`src/rtl/cpu_pkg.sv`:
```
// Shared CPU definitions: datapath widths, instruction field positions,
// opcode encodings and the fetch FSM state type.
package cpu_pkg;

    localparam int unsigned WORD_W    = 32;
    localparam int unsigned AW_DEF    = 16;
    localparam int unsigned DEPTH_DEF = 2;
    localparam logic [AW_DEF-1:0] RESET_PC_DEF = '0;

    // Instruction field positions
    localparam int unsigned OPC_W  = 6;
    localparam int unsigned OPC_HI = 31;
    localparam int unsigned OPC_LO = 26;
    localparam int unsigned RZ_HI  = 25;
    localparam int unsigned RZ_LO  = 21;
    localparam int unsigned RY_HI  = 20;
    localparam int unsigned RY_LO  = 16;
    localparam int unsigned RX_HI  = 15;
    localparam int unsigned RX_LO  = 11;
    localparam int unsigned IMM_HI = 15;
    localparam int unsigned IMM_LO = 0;

    typedef enum logic [OPC_W-1:0] {
        OP_ADD    = 6'h00,
        OP_SUB    = 6'h01,
        OP_AND    = 6'h02,
        OP_OR     = 6'h03,
        OP_XOR    = 6'h04,
        OP_SLL    = 6'h05,
        OP_SRL    = 6'h06,
        OP_LDR    = 6'h07,
        OP_STR    = 6'h08,
        OP_BNZ    = 6'h09,
        OP_BPL    = 6'h0A,
        OP_JMP    = 6'h0B,
        OP_JAL    = 6'h0C,
        OP_JR     = 6'h0D,
        OP_FPADD  = 6'h0E,
        OP_FPMULT = 6'h0F
    } opcode_e;

    typedef enum logic {
        ST_IDLE = 1'b0,
        ST_REQ  = 1'b1
    } fetch_state_e;

    // Extract the opcode field of an instruction word
    function automatic opcode_e get_opcode(input logic [WORD_W-1:0] word);
        return opcode_e'(word[OPC_HI:OPC_LO]);
    endfunction

endpackage

```
`src/rtl/fetch_queue.sv`:
```
// Two-entry fetch FIFO holding {instruction word, pc}.
// Ports: i_push/i_push_word/i_push_pc write an entry, i_pop consumes the head,
// i_flush empties the queue synchronously, o_head_* is the head entry,
// o_count/o_full/o_empty report occupancy.
module fetch_queue
    import cpu_pkg::*;
#(
    parameter int unsigned AW    = AW_DEF,
    parameter int unsigned DEPTH = DEPTH_DEF,
    localparam int unsigned CW   = $clog2(DEPTH + 1),
    localparam int unsigned IW   = $clog2(DEPTH)
) (
    input  logic              clk,
    input  logic              rst_n,
    input  logic              i_push,
    input  logic [WORD_W-1:0] i_push_word,
    input  logic [AW-1:0]     i_push_pc,
    input  logic              i_pop,
    input  logic              i_flush,
    output logic [WORD_W-1:0] o_head_word,
    output logic [AW-1:0]     o_head_pc,
    output logic [CW-1:0]     o_count,
    output logic              o_full,
    output logic              o_empty
);

    logic [WORD_W-1:0] r_word [DEPTH];
    logic [AW-1:0]     r_pc   [DEPTH];
    logic [CW-1:0]     r_count;

    logic              w_pop;
    logic              w_push;
    logic [IW-1:0]     w_wr_idx;

    assign o_empty  = (r_count == '0);
    assign o_full   = (r_count == CW'(DEPTH));
    assign w_pop    = i_pop & ~o_empty;
    assign w_push   = i_push & (~o_full | w_pop);
    // Write slot is the first free one after this cycle's pop
    assign w_wr_idx = IW'(r_count - CW'(w_pop));

    assign o_head_word = r_word[0];
    assign o_head_pc   = r_pc[0];
    assign o_count     = r_count;

    // Entry 0 is always the head; a pop shifts entry 1 down, and a drain leaves
    // entry 0 untouched so the head holds its last value while empty.
    always_ff @(posedge clk or negedge rst_n) begin
        if (!rst_n) begin
            r_count <= '0;
            for (int i = 0; i < int'(DEPTH); i++) begin
                r_word[i] <= '0;
                r_pc[i]   <= '0;
            end
        end else if (i_flush) begin
            r_count <= '0;
        end else begin
            if (w_pop && (r_count == CW'(2))) begin
                r_word[0] <= r_word[1];
                r_pc[0]   <= r_pc[1];
            end
            if (w_push) begin
                r_word[w_wr_idx] <= i_push_word;
                r_pc[w_wr_idx]   <= i_push_pc;
            end
            r_count <= r_count + CW'(w_push) - CW'(w_pop);
        end
    end

endmodule

```
`src/rtl/ifetch_unit.sv`:
```
// Instruction fetch stage: owns the PC, reads instruction memory over a
// req/ack handshake, buffers words in a 2-entry queue and hands them to the
// decoder with valid/ready. Execute redirects flush the queue and retarget pc.
// Ports: imem_req/imem_addr/imem_ack/imem_rdata = memory side;
// inset/inst_pc/inst_valid/inst_ready = decoder side;
// redirect/redirect_pc = taken branch/jump from execute.
module ifetch_unit
    import cpu_pkg::*;
#(
    parameter int unsigned   AW       = AW_DEF,
    parameter logic [AW-1:0] RESET_PC = '0,
    parameter int unsigned   DEPTH    = DEPTH_DEF
) (
    input  logic              clk,
    input  logic              rst_n,
    output logic              imem_req,
    output logic [AW-1:0]     imem_addr,
    input  logic              imem_ack,
    input  logic [WORD_W-1:0] imem_rdata,
    output logic [WORD_W-1:0] inset,
    output logic [AW-1:0]     inst_pc,
    output logic              inst_valid,
    input  logic              inst_ready,
    input  logic              redirect,
    input  logic [AW-1:0]     redirect_pc
);

    localparam int unsigned CW  = $clog2(DEPTH + 1);
    localparam int unsigned CW1 = CW + 1;

    fetch_state_e   r_state;
    fetch_state_e   w_state_nxt;
    logic [AW-1:0]  r_pc;
    logic [AW-1:0]  w_pc_nxt;
    logic [AW-1:0]  r_addr;
    logic [AW-1:0]  w_addr_nxt;
    logic           r_discard;
    logic           w_discard_nxt;

    logic           w_push;
    logic           w_pop;
    logic           w_ack;
    logic [CW-1:0]  w_q_count;
    logic           w_q_full;
    logic           w_q_empty;
    logic [CW1-1:0] w_cnt_after;

    assign imem_req    = (r_state == ST_REQ);
    assign imem_addr   = r_addr;
    assign inst_valid  = ~w_q_empty;
    assign w_pop       = inst_valid & inst_ready;
    assign w_ack       = imem_req & imem_ack;
    // Occupancy after this cycle's push and pop, used to decide back-to-back issue
    assign w_cnt_after = CW1'(w_q_count) + CW1'(1) - CW1'(w_pop);

    // State and fetch-tracking registers
    always_ff @(posedge clk or negedge rst_n) begin
        if (!rst_n) begin
            r_state   <= ST_IDLE;
            r_pc      <= RESET_PC;
            r_addr    <= RESET_PC;
            r_discard <= 1'b0;
        end else begin
            r_state   <= w_state_nxt;
            r_pc      <= w_pc_nxt;
            r_addr    <= w_addr_nxt;
            r_discard <= w_discard_nxt;
        end
    end

    // Next-state, request address and queue push decisions
    always_comb begin
        w_state_nxt   = r_state;
        w_pc_nxt      = r_pc;
        w_addr_nxt    = r_addr;
        w_discard_nxt = r_discard;
        w_push        = 1'b0;

        if (redirect) begin
            w_pc_nxt = redirect_pc;
            if ((r_state == ST_REQ) && !w_ack) begin
                // Request must stay stable until acked; its data is stale
                w_discard_nxt = 1'b1;
            end else begin
                w_state_nxt   = ST_REQ;
                w_addr_nxt    = redirect_pc;
                w_discard_nxt = 1'b0;
            end
        end else begin
            case (r_state)
                ST_IDLE: begin
                    if (!w_q_full) begin
                        w_state_nxt = ST_REQ;
                        w_addr_nxt  = r_pc;
                    end
                end
                ST_REQ: begin
                    if (w_ack) begin
                        if (r_discard) begin
                            // pc already holds the redirect target
                            w_discard_nxt = 1'b0;
                            w_addr_nxt    = r_pc;
                        end else begin
                            w_push   = 1'b1;
                            w_pc_nxt = r_addr + AW'(1);
                            if (w_cnt_after < CW1'(DEPTH)) begin
                                w_addr_nxt = r_addr + AW'(1);
                            end else begin
                                w_state_nxt = ST_IDLE;
                            end
                        end
                    end
                end
                default: begin
                    w_state_nxt = ST_IDLE;
                end
            endcase
        end
    end

    fetch_queue #(
        .AW    (AW),
        .DEPTH (DEPTH)
    ) u_fetch_queue (
        .clk         (clk),
        .rst_n       (rst_n),
        .i_push      (w_push),
        .i_push_word (imem_rdata),
        .i_push_pc   (r_addr),
        .i_pop       (w_pop),
        .i_flush     (redirect),
        .o_head_word (inset),
        .o_head_pc   (inst_pc),
        .o_count     (w_q_count),
        .o_full      (w_q_full),
        .o_empty     (w_q_empty)
    );

endmodule
```
`config.mk`:
```
export PLATFORM = sky130hd
export DESIGN_NAME = ifetch_unit
export DESIGN_NICKNAME = d
export VERILOG_FILES = /design/src/rtl/cpu_pkg.sv /design/src/rtl/fetch_queue.sv /design/src/rtl/ifetch_unit.sv
export SDC_FILE = /design/constraint.sdc
export NUM_CORES = 1
export LEC_CHECK = 0
export CAP_MARGIN = 20
export CORE_ASPECT_RATIO = 1.1
export CORE_MARGIN = 3
export CORE_UTILIZATION = 48
export DETAILED_ROUTE_END_ITERATION = 12
export PLACE_DENSITY_LB_ADDON = 0.25
export SYNTH_ARGS = -nofsm -noshare
export SYNTH_HDL_FRONTEND = slang
export SYNTH_SLANG_ARGS = --single-unit
```
`constraint.sdc`:
```
create_clock -name clk -period 2.4 [get_ports clk]
set_clock_uncertainty 0.05 [all_clocks]
set_input_delay 0.48 -clock clk [delete_from_list [all_inputs] [get_ports clk]]
set_output_delay 0.48 -clock clk [all_outputs]
set_load 0.01 [all_outputs]
```
==> out/metrics.yaml, run 1 <==
pwr:
  fin_total_pwr_uw: 10500
  p_per_area_nw_per_um2: 1260
  worst_ir_drop_vdd_mv: 0.487
  p_leak_uw: 0.00350
worst_setup_path:
  crit_type: "flop to flop"
  crit_buf_inv: 2
  maximum_fanout_encountered_on_the_critical_timing_path: 48
  cpMaxStageDelayCell: "sky130_fd_sc_hd__dfrtp_2"
  timing.critical_path.max_delay_family: "compound AO/OA/AOI/OAI gates"
  timing.critical_path.required_ps: 2630
  path_cells: "or2_2 > and2_1 > ha_1 > inv_1 > o211a_1 > buf_12 > a22oi_1 > o21ai_0"
  worst-endpoint-arrival_ps: 2480
  cp-end-kind: "flop"
  critPathMaxStageDelay_ps: 430
  critPathLaunchType: "flop"
clocking:
  ctsRootBufferMaster: "sky130_fd_sc_hd__clkbuf_16"
  htree_num_levels: 4
  cts.sink_count: 132
  clock_slew_at_reported_path_ffs_ps: 60
  clk_path_buf_depth: 2
  clk_latency_ps: 410
  tritoncts.num_buffers: 17
  tritoncts: "built"
  ctsHoldBuffers: 0
flow_run:
  timing.max_cap.violations: 0
status:
  outcome: "complete, no violations"
synthesis:
  summed_instance_area_of_the_synthesized_netlist_um2: 6530
  synth-edff-count: 0
  synth_top_cells_by_area: "sky130_fd_sc_hd__dfrtp_1, sky130_fd_sc_hd__mux2_2, sky130_fd_sc_hd__buf_4"
  number_of_library_cell_types_mapped_by_synthesis: 60
  ys_seq_elements: 132
  avgSynthCellArea_um2: 10.3
  synth_largest_area_cell: "sky130_fd_sc_hd__dfrtp_1"
  seq_area_frac_synth: 0.506
  post-synth-top-area-fraction: 0.506
  synth.most_common_cell: "sky130_fd_sc_hd__dfrtp_1"
  async_reset_ff_frac: 1.00
  ys_warn_count: 0
  gate_count_post_synth: 632
  yosys-top-cells-count: "sky130_fd_sc_hd__dfrtp_1, sky130_fd_sc_hd__o21ai_0, sky130_fd_sc_hd__inv_1, sky130_fd_sc_hd__buf_4, sky130_fd_sc_hd__a22oi_1"
  synth-main-ff-cell: "sky130_fd_sc_hd__dfrtp_1"
  synth_fp_nets: 688
timing:
  timing.fmax_mhz: 444
  min_period_ps: 2250
  final-hold-violation-count: 0
  slew-limit-headroom: 0.482
  worst-slew-pin-transition_ps: 774
  period_share: 0.938
  rsz0062_at_grt: "no"
  timing_max_transition_violations_final: 0
  finalSetupViolCount: 0
  finalSetupTns_ps: 0
place:
  placedCellCount: 873
  io_buffers: 118
  gp_routability_congestion: 0.892
  hpwl_um: 10200
floorplanning:
  boundaryPins: 119
  overall_die_area_um2: 15000
  floorplan.initialDensity: 0.492
  count_of_standard_cell_rows: 44
  chipHeight_um: 128
  floorplan.die.width_um: 117
  core-area_um2: 13300
routing:
  detail-route-antenna-nets: 0
  drt-initial-drc-count: 375
  routed_wirelength_normalized_by_instance_count_um: 16.9
  num_vias: 5036
  top_layer_used: "met4"
  detailedRoute.firstPassIterationCount: 5
  route.final.wire_length_um: 15300
  vias_per_cell: 5.56
  detailroute.wirelength.met2_um: 7210
  met3RoutedLength_um: 1040
  met1_wl_um: 6740
  route.detailed.drc: 0
global_route:
  vias_in_the_first_global_route: 5090
  globalRouteTotalUtil: 0.212
  grt_pass1_wl_um: 25100
  initial_antenna_violation_count: 0
  grt-ovfl-total: 0
  largest_net_degree_at_the_start_of_global_routing: 54
finish:
  layout.cells.non_filler: 905
  nNetsFinal: 764
  antenna_cells_inserted: 0
  layout-area-overhead-vs-synth_pct: 27.3
  drive_gt1_frac: 0.164
worst_hold_path:
  worstHoldPathType: "input pin to async pin"
==> metal layers <==
metal | vias up | global-route usage
met5 | - | 0
met4 | 0 | 0.0870
met3 | 32 | 0.0423
met2 | 203 | 0.336
met1 | 2452 | 0.286
li1 | 2349 | -
==> cell usage in the layout (no fill, tap or decap), types with 3 or more instances in the layout <==
cell | Yosys | layout
sky130_fd_sc_hd__a211oi_1 | 5 | 5
sky130_fd_sc_hd__a21oi_1 | 17 | 16
sky130_fd_sc_hd__a22oi_1 | 48 | 48
sky130_fd_sc_hd__a31oi_1 | 11 | 11
sky130_fd_sc_hd__and2_1 | 3 | 3
sky130_fd_sc_hd__and4_1 | 3 | 3
sky130_fd_sc_hd__buf_12 | 0 | 9
sky130_fd_sc_hd__buf_4 | 49 | 23
sky130_fd_sc_hd__clkbuf_16 | 0 | 17
sky130_fd_sc_hd__clkbuf_8 | 0 | 5
sky130_fd_sc_hd__clkdlybuf4s50_1 | 0 | 117
sky130_fd_sc_hd__clkinv_2 | 0 | 3
sky130_fd_sc_hd__clkinvlp_4 | 0 | 3
sky130_fd_sc_hd__dfrtp_1 | 132 | 131
sky130_fd_sc_hd__ha_1 | 3 | 3
sky130_fd_sc_hd__inv_1 | 53 | 53
sky130_fd_sc_hd__mux2_2 | 47 | 47
sky130_fd_sc_hd__nand2_1 | 36 | 36
sky130_fd_sc_hd__nand3_1 | 12 | 12
sky130_fd_sc_hd__nand4_1 | 5 | 5
sky130_fd_sc_hd__nor2_1 | 13 | 13
sky130_fd_sc_hd__nor3_1 | 8 | 8
sky130_fd_sc_hd__nor4_1 | 7 | 7
sky130_fd_sc_hd__o211ai_1 | 3 | 3
sky130_fd_sc_hd__o21a_1 | 6 | 6
sky130_fd_sc_hd__o21ai_0 | 65 | 65
sky130_fd_sc_hd__o22a_1 | 4 | 4
sky130_fd_sc_hd__o31ai_1 | 7 | 7
sky130_fd_sc_hd__xnor2_1 | 6 | 6
sky130_fd_sc_hd__xor2_1 | 4 | 4
==> logic make-up (layout without fill, tap and decap cells) <==
| logic type | count (synthesis) | count (layout) | share of synthesized area |
|---|---|---|---|
| flops | 132 | 132 | 0.506 |
| xor+xnor | 10 | 10 | 0.0134 |
| fa+ha+maj | 3 | 3 | 0.00575 |
| mux | 49 | 49 | 0.0849 |
| buf+inv | 146 | 235 | 0.120 |
| simple gates | 104 | 104 | 0.0816 |
| compound gates | 188 | 188 | 0.189 |
==> metrics by stage <==
stage,instance area [um^2],utilization,hold WS [ps],setup slack [ps]
finish,8320,0.627,31.9,149
global route,8320,0.627,69.5,8.61
CTS,8310,0.627,48.5,157
detailed placement,7710,0.581,437,13.7
global placement,7710,0.581,431,15.6
floorplan,6530,-,134,146
==> path summary, 6_finish.rpt <==
path / slack (ps) / start / depth (start not counted) / end
worst max register to register: 150 / u_fetch_queue.o_count[0] / 8 / u_fetch_queue.o_head_word[23]
worst min-delay path: 30 / rst_n / 1 / u_fetch_queue.o_head_word[26]
min in group clk: 450 / flop / 2 / u_fetch_queue.o_head_word[13]
worst max-delay path: 150 / u_fetch_queue.o_count[0] / 8 / u_fetch_queue.o_head_word[23]
max in group asynchronous: 1530 / rst_n / 2 / u_fetch_queue.o_count[0]
worst min register to register: 450 / flop / 2 / u_fetch_queue.o_head_word[13]
==> where the power goes <==
part           total, uW  internal (uW)  leakage [uW]  switching, uW
registers           3980           3230       0.00160            756
logic               3910           2130       0.00162           1780
clock network       2600           1660      0.000288            937
==> final cells by class <==
type	instances	area, um^2
Tap cell	184	230
Fill cell	1108	4950
Inverter	54	203
Clock buffer	24	502
Sequential cell	132	3300
Multi-Input combinational cell	354	2450
Timing Repair Buffer	149	1520
Clock inverter	8	97.6
==> what timing repair did <==
action | CTS | global route
buffers inserted | 0 | 0
gates resized for setup | 0 | 1
setup endpoints to repair | 0 | 2
No activity file was read; power rests on OpenSTA's default activity.
==> run 2: changes to the inputs <==
CORE_UTILIZATION = 47   (was 48)
==> run 2 against run 1 <==
Cell area shrank 0.50%; combinational power is essentially flat; sequential cell count stayed put; die area rose by 2.0%; critical path type unchanged; critical endpoint is now u_fetch_queue.o_head_pc[1].
==> out/metrics.yaml, run 2 (synthesis gave the netlist of run 1 again) <==
finish:
  layout-area-overhead-vs-synth_pct: 26.7
  nNetsFinal: 766  # +0.26%
  drive_gt1_frac: 0.160  # -0.00416
  layout_commonest_cell: "sky130_fd_sc_hd__dfrtp_1"
  antenna_cells_inserted: 0  # unchanged
  final_cell_mix: "sky130_fd_sc_hd__dfrtp_1, sky130_fd_sc_hd__clkdlybuf4s50_1, sky130_fd_sc_hd__o21ai_0"
global_route:
  grt-ovfl-total: 0  # unchanged
  globalRouteTotalUtil: 0.216  # +0.00345
  largest_net_degree_at_the_start_of_global_routing: 49  # -9.3%
  busiest_layer: "met2"
  vias_in_the_first_global_route: 5079  # -0.22%
  grt.met3_usage: 0.0519  # +0.00961
  initial_antenna_violation_count: 0  # unchanged
  grt_util_met1: 0.280  # -0.00579
  grt_use_met2: 0.356  # +0.0203
  grt_pass1_wl_um: 26200  # +4.4%
pwr:
  fin_total_pwr_uw: 10300  # -1.9%
  worst_ir_drop_vdd_mv: 0.458  # -6.0%
  p_leak_uw: 0.00349  # -0.36%
  p_per_area_nw_per_um2: 1240  # -1.4%
worst_setup_path:
  cp-end-kind: "flop"
  critPathLaunchType: "flop"
  ff2ff_setup_slack_ps: 160  # about the same
  timing.critical_path.required_ps: 2640  # about the same
  worst-endpoint-arrival_ps: 2490  # about the same
  reg2reg_from: "u_fetch_queue.o_count[0]"
  maximum_fanout_encountered_on_the_critical_timing_path: 48  # unchanged
  reg2reg_capture_point: "u_fetch_queue.o_head_pc[1]"
  worst_setup_path_startpoint: "u_fetch_queue.o_count[0]"
  r2r_cells: 8  # unchanged
  crit_type: "flop to flop"
routing:
  detailedRoute.firstPassIterationCount: 5  # unchanged
  num_vias: 5049  # +0.26%
  route.final.wire_length_um: 15900  # +3.8%
  route.detailed.drc: 0  # unchanged
  drt-initial-drc-count: 531  # +42%
  vias_per_cell: 5.58  # +0.26%
  routed_wirelength_normalized_by_instance_count_um: 17.6  # +3.8%
  detail-route-antenna-nets: 0  # unchanged
place:
  gp_routability_congestion: 0.850  # -4.7%
  io_buffers: 118  # unchanged
  hpwl_um: 11100  # +9.0%
timing:
  timing_max_transition_violations_final: 0  # unchanged
  hold_ws_ps: 37.0  # +5.11 ps
  worst-slew-pin-transition_ps: 790  # +15.7 ps
  timing.fmax_mhz: 445  # +0.28%
  finalSetupTns_ps: 0  # unchanged
  period_share: 0.935  # -0.00262
  finalSetupViolCount: 0  # unchanged
  rsz0062_at_grt: "no"
  slew-limit-headroom: 0.471  # -0.0105
  final-hold-violation-count: 0  # unchanged
  min_period_ps: 2240  # -6.30 ps
clocking:
  cts.sink_count: 132  # unchanged
  tritoncts.num_buffers: 17  # unchanged
  clk_latency_ps: 420  # about the same
  ctsRootBufferMaster: "sky130_fd_sc_hd__clkbuf_16"
  clock_slew_at_reported_path_ffs_ps: 50  # about the same
  htree_num_levels: 4  # unchanged
  tritoncts: "built"
  clk_path_buf_depth: 2  # unchanged
flow_run:
  timing.max_cap.violations: 0  # unchanged
floorplanning:
  chipHeight_um: 130  # +1.0%
  overall_die_area_um2: 15300  # +2.0%
  floorplan.initialDensity: 0.488  # -0.00405
  count_of_standard_cell_rows: 44  # unchanged
  core-area_um2: 13400  # +0.83%
  floorplan.die.width_um: 118  # +1.0%
  boundaryPins: 119  # unchanged
status:
  outcome: "complete, no violations"
worst_hold_path:
  worstHoldPathType: "input pin to async pin"
-- run 2: worst max path at each step --
stage                               endpoint  slack [ps]  cells past startpoint
2_1_floorplan  u_fetch_queue.o_head_word[11]         150                     10
3_3_place_gp                            flop          20                      7
3_5_place_dp      u_fetch_queue.o_head_pc[5]         -30                      8
4_1_cts           u_fetch_queue.o_head_pc[1]         160                      8
5_1_grt           u_fetch_queue.o_head_pc[5]          10                      8
6_report          u_fetch_queue.o_head_pc[1]         160                      8
-- run 2: metrics by stage --
step / cell area, um^2 / instances / setup WS, ps / util
after floorplan: 6530 / 632 / 146 / -
after global placement: 7740 / 875 / 19.9 / 0.579
after detailed placement: 7740 / 875 / -30.9 / 0.579
after CTS: 8270 / 905 / 156 / 0.618
after global routing: 8270 / 905 / 10.6 / 0.619
final: 8270 / 905 / 155 / 0.619
-- run 2: worst max-delay path, cell delays in order (launching register included) --
cell and delay [ps]:
sky130_fd_sc_hd__dfrtp_1 420, sky130_fd_sc_hd__or2_2 320, sky130_fd_sc_hd__and2_1 160, sky130_fd_sc_hd__ha_1 300, sky130_fd_sc_hd__inv_1 80, sky130_fd_sc_hd__o211a_1 270
sky130_fd_sc_hd__buf_12 190, sky130_fd_sc_hd__a22oi_1 190, sky130_fd_sc_hd__o21ai_0 110
-- run 2: final cells by class --
class / count / area [um^2]
repair buffers: 151 / 1550
clock buffers: 24 / 472
inverters: 54 / 203
multi-input cells: 354 / 2460
clock inverters: 6 / 55.1
well taps: 184 / 230
fillers: 1141 / 5100
flip-flops and latches: 132 / 3300
-- run 2: power breakdown --
| group | total [uW] | switching, uW | internal [uW] |
|---|---|---|---|
| Sequential | 4020 | 795 | 3230 |
| Clock | 2350 | 899 | 1460 |
| Combinational | 3920 | 1780 | 2150 |
| Total | 10300 | 3470 | 6830 |
-- run 2: repair_timing --
action / CTS / global route
gates resized for setup: 0 / 1
setup buffers: 0 / 0
hold buffers: 0 / 0
setup endpoints to repair: 0 / 1
hold endpoints to repair: 0 / 0
-- run 2: metal layers --
layer  vias up  routed length, um
li1       2350                  -
met1      2510               7100
met2       161               7650
met3        28                872
met4         0                288
met5         -                  0
==> run 3: changes to the inputs <==
PLACE_DENSITY = 0.73   (was unset)
PLACE_DENSITY_LB_ADDON = unset   (was 0.25)
==> run 3 against run 2 <==
Critical path depth unchanged; clock power up 9.4%; sequential cell count unchanged; cell area up 0.41%; cell count up 0.11%; clock-buffer cell count down 5; core utilization up 0.25 points; largest cell class unchanged; highest routed layer unchanged.
==> out/metrics.yaml, run 3 (synthesis gave the netlist of run 1 again) <==
status:
  outcome: "complete, no violations"
clocking:
  tritoncts.num_buffers: 17  # unchanged
  clk_path_buf_depth: 2  # unchanged
  tritoncts: "built"
  clk_latency_ps: 420  # about the same
  clock_slew_at_reported_path_ffs_ps: 50  # about the same
  cts.sink_count: 132  # unchanged
  ctsRootBufferMaster: "sky130_fd_sc_hd__clkbuf_16"
  htree_num_levels: 4  # unchanged
place:
  hpwl_um: 10800  # -3.2%
  io_buffers: 118  # unchanged
  gp_routability_congestion: 0.900  # +5.9%
finish:
  layout_commonest_cell: "sky130_fd_sc_hd__dfrtp_1"
  nFillCells: 1106  # -3.1%
  antenna_cells_inserted: 0  # unchanged
  nNetsFinal: 767  # +0.13%
  final_cell_mix: "sky130_fd_sc_hd__dfrtp_1, sky130_fd_sc_hd__clkdlybuf4s50_1, sky130_fd_sc_hd__o21ai_0"
  drive_gt1_frac: 0.166  # +0.00670
  layout-area-overhead-vs-synth_pct: 27.2
worst_setup_path:
  r2r_cells: 8  # unchanged
  reg2reg_capture_point: "u_fetch_queue.o_head_pc[6]"
  ff2ff_setup_slack_ps: 140  # about the same
  timing.critical_path.required_ps: 2630  # about the same
  maximum_fanout_encountered_on_the_critical_timing_path: 48  # unchanged
  worst-endpoint-arrival_ps: 2480  # about the same
  critPathLaunchType: "flop"
  reg2reg_from: "u_fetch_queue.o_count[0]"
  cp-end-kind: "flop"
  crit_type: "flop to flop"
worst_hold_path:
  cell_depth_of_the_worst_hold_path: 2
  worstHoldPathType: "flop to flop"
  hold_path_end: "u_fetch_queue.o_head_word[25]"
timing:
  period_share: 0.940  # +0.00436
  worst-slew-pin-transition_ps: 815  # +25.1 ps
  final-hold-violation-count: 0  # unchanged
  slew-limit-headroom: 0.454  # -0.0168
  hold_ws_ps: 448  # +411 ps
  min_period_ps: 2260  # +10.5 ps
  finalSetupViolCount: 0  # unchanged
  rsz0062_at_grt: "no"
  timing_max_transition_violations_final: 0  # unchanged
  timing.fmax_mhz: 443  # -0.46%
routing:
  detailedRoute.firstPassIterationCount: 5  # unchanged
  route.detailed.drc: 0  # unchanged
  drt-initial-drc-count: 595  # +12%
  routed_wirelength_normalized_by_instance_count_um: 17.5  # -0.37%
  num_vias: 5130  # +1.6%
  route.final.wire_length_um: 15900  # -0.26%
  detail-route-antenna-nets: 0  # unchanged
  vias_per_cell: 5.66  # +1.5%
pwr:
  p_leak_uw: 0.00351  # +0.67%
  worst_ir_drop_vdd_mv: 0.622  # +36%
  fin_total_pwr_uw: 10500  # +2.1%
  p_per_area_nw_per_um2: 1270  # +1.7%
floorplanning:
  floorplan.die.width_um: 118  # unchanged
  core-area_um2: 13400  # unchanged
  chipHeight_um: 130  # unchanged
  overall_die_area_um2: 15300  # unchanged
  boundaryPins: 119  # unchanged
  floorplan.initialDensity: 0.488  # unchanged
  count_of_standard_cell_rows: 44  # unchanged
flow_run:
  timing.max_cap.violations: 0  # unchanged
global_route:
  grt-ovfl-total: 0  # unchanged
  grt_pass1_wl_um: 26100  # -0.58%
  vias_in_the_first_global_route: 5233  # +3.0%
  globalRouteTotalUtil: 0.213  # -0.00294
  largest_net_degree_at_the_start_of_global_routing: 53  # +8.2%
  initial_antenna_violation_count: 0  # unchanged
-- run 3: where the power goes --
| part | switching [uW] | internal (uW) | leakage, uW |
|---|---|---|---|
| clock | 910 | 1660 | 0.000290 |
| combinational | 1810 | 2140 | 0.00163 |
| sequential | 767 | 3230 | 0.00160 |
-- run 3: metrics by stage --
stage / util / cell area, um^2 / setup TNS, ps / setup WS (ps) / instances
after global placement: 0.576 / 7700 / 0 / 9.05 / 875
final: 0.621 / 8310 / 0 / 145 / 906
after detailed placement: 0.576 / 7700 / -84.4 / -25.6 / 875
after CTS: 0.621 / 8300 / 0 / 157 / 906
after global routing: 0.621 / 8310 / 0 / 2.47 / 906
after floorplan: - / 6530 / 0 / 146 / 632
-- run 3: layout make-up --
cell class                      instances  area [um^2]  share of cell area
Tap cell                              184          230              0.0277
Multi-Input combinational cell        354         2460               0.296
Clock buffer                           19          453              0.0545
Timing Repair Buffer                  152         1520               0.183
Clock inverter                         11          135              0.0163
Inverter                               54          203              0.0244
Sequential cell                       132         3300               0.398
-- run 3: repair_timing --
item | 4_1_cts | 5_1_grt
hold buffers | 1 | 0
gates resized for setup | 0 | 1
buffers inserted | 0 | 0
endpoints found under the setup margin | 0 | 1
hold endpoints to repair | 29 | 0
-- run 3: worst max-delay path, stage by stage (launching register included) --
cell and delay [ps]:
sky130_fd_sc_hd__dfrtp_1 420, sky130_fd_sc_hd__or2_2 320, sky130_fd_sc_hd__and2_1 160, sky130_fd_sc_hd__ha_1 320
sky130_fd_sc_hd__inv_1 80, sky130_fd_sc_hd__o211a_1 260, sky130_fd_sc_hd__buf_12 190, sky130_fd_sc_hd__a22oi_1 160
sky130_fd_sc_hd__o21ai_0 120
-- run 3: worst max path at each step --
stage	start	to	cells past startpoint
6_report	u_fetch_queue.o_count[0]	u_fetch_queue.o_head_pc[6]	8
5_1_grt	u_fetch_queue.o_count[0]	u_fetch_queue.o_head_word[30]	8
3_5_place_dp	redirect	imem_addr[0]	6
4_1_cts	u_fetch_queue.o_count[0]	flop	7
3_3_place_gp	redirect	imem_addr[15]	7
2_1_floorplan	u_fetch_queue.o_count[1]	u_fetch_queue.o_head_word[11]	10
-- run 3: per-layer routing --
| layer | share of wire | GRT usage |
|---|---|---|
| met4 | 0.016 | 0.0866 |
| met3 | 0.074 | 0.0567 |
| met2 | 0.47 | 0.341 |
| met5 | 0 | 0 |
| met1 | 0.44 | 0.277 |
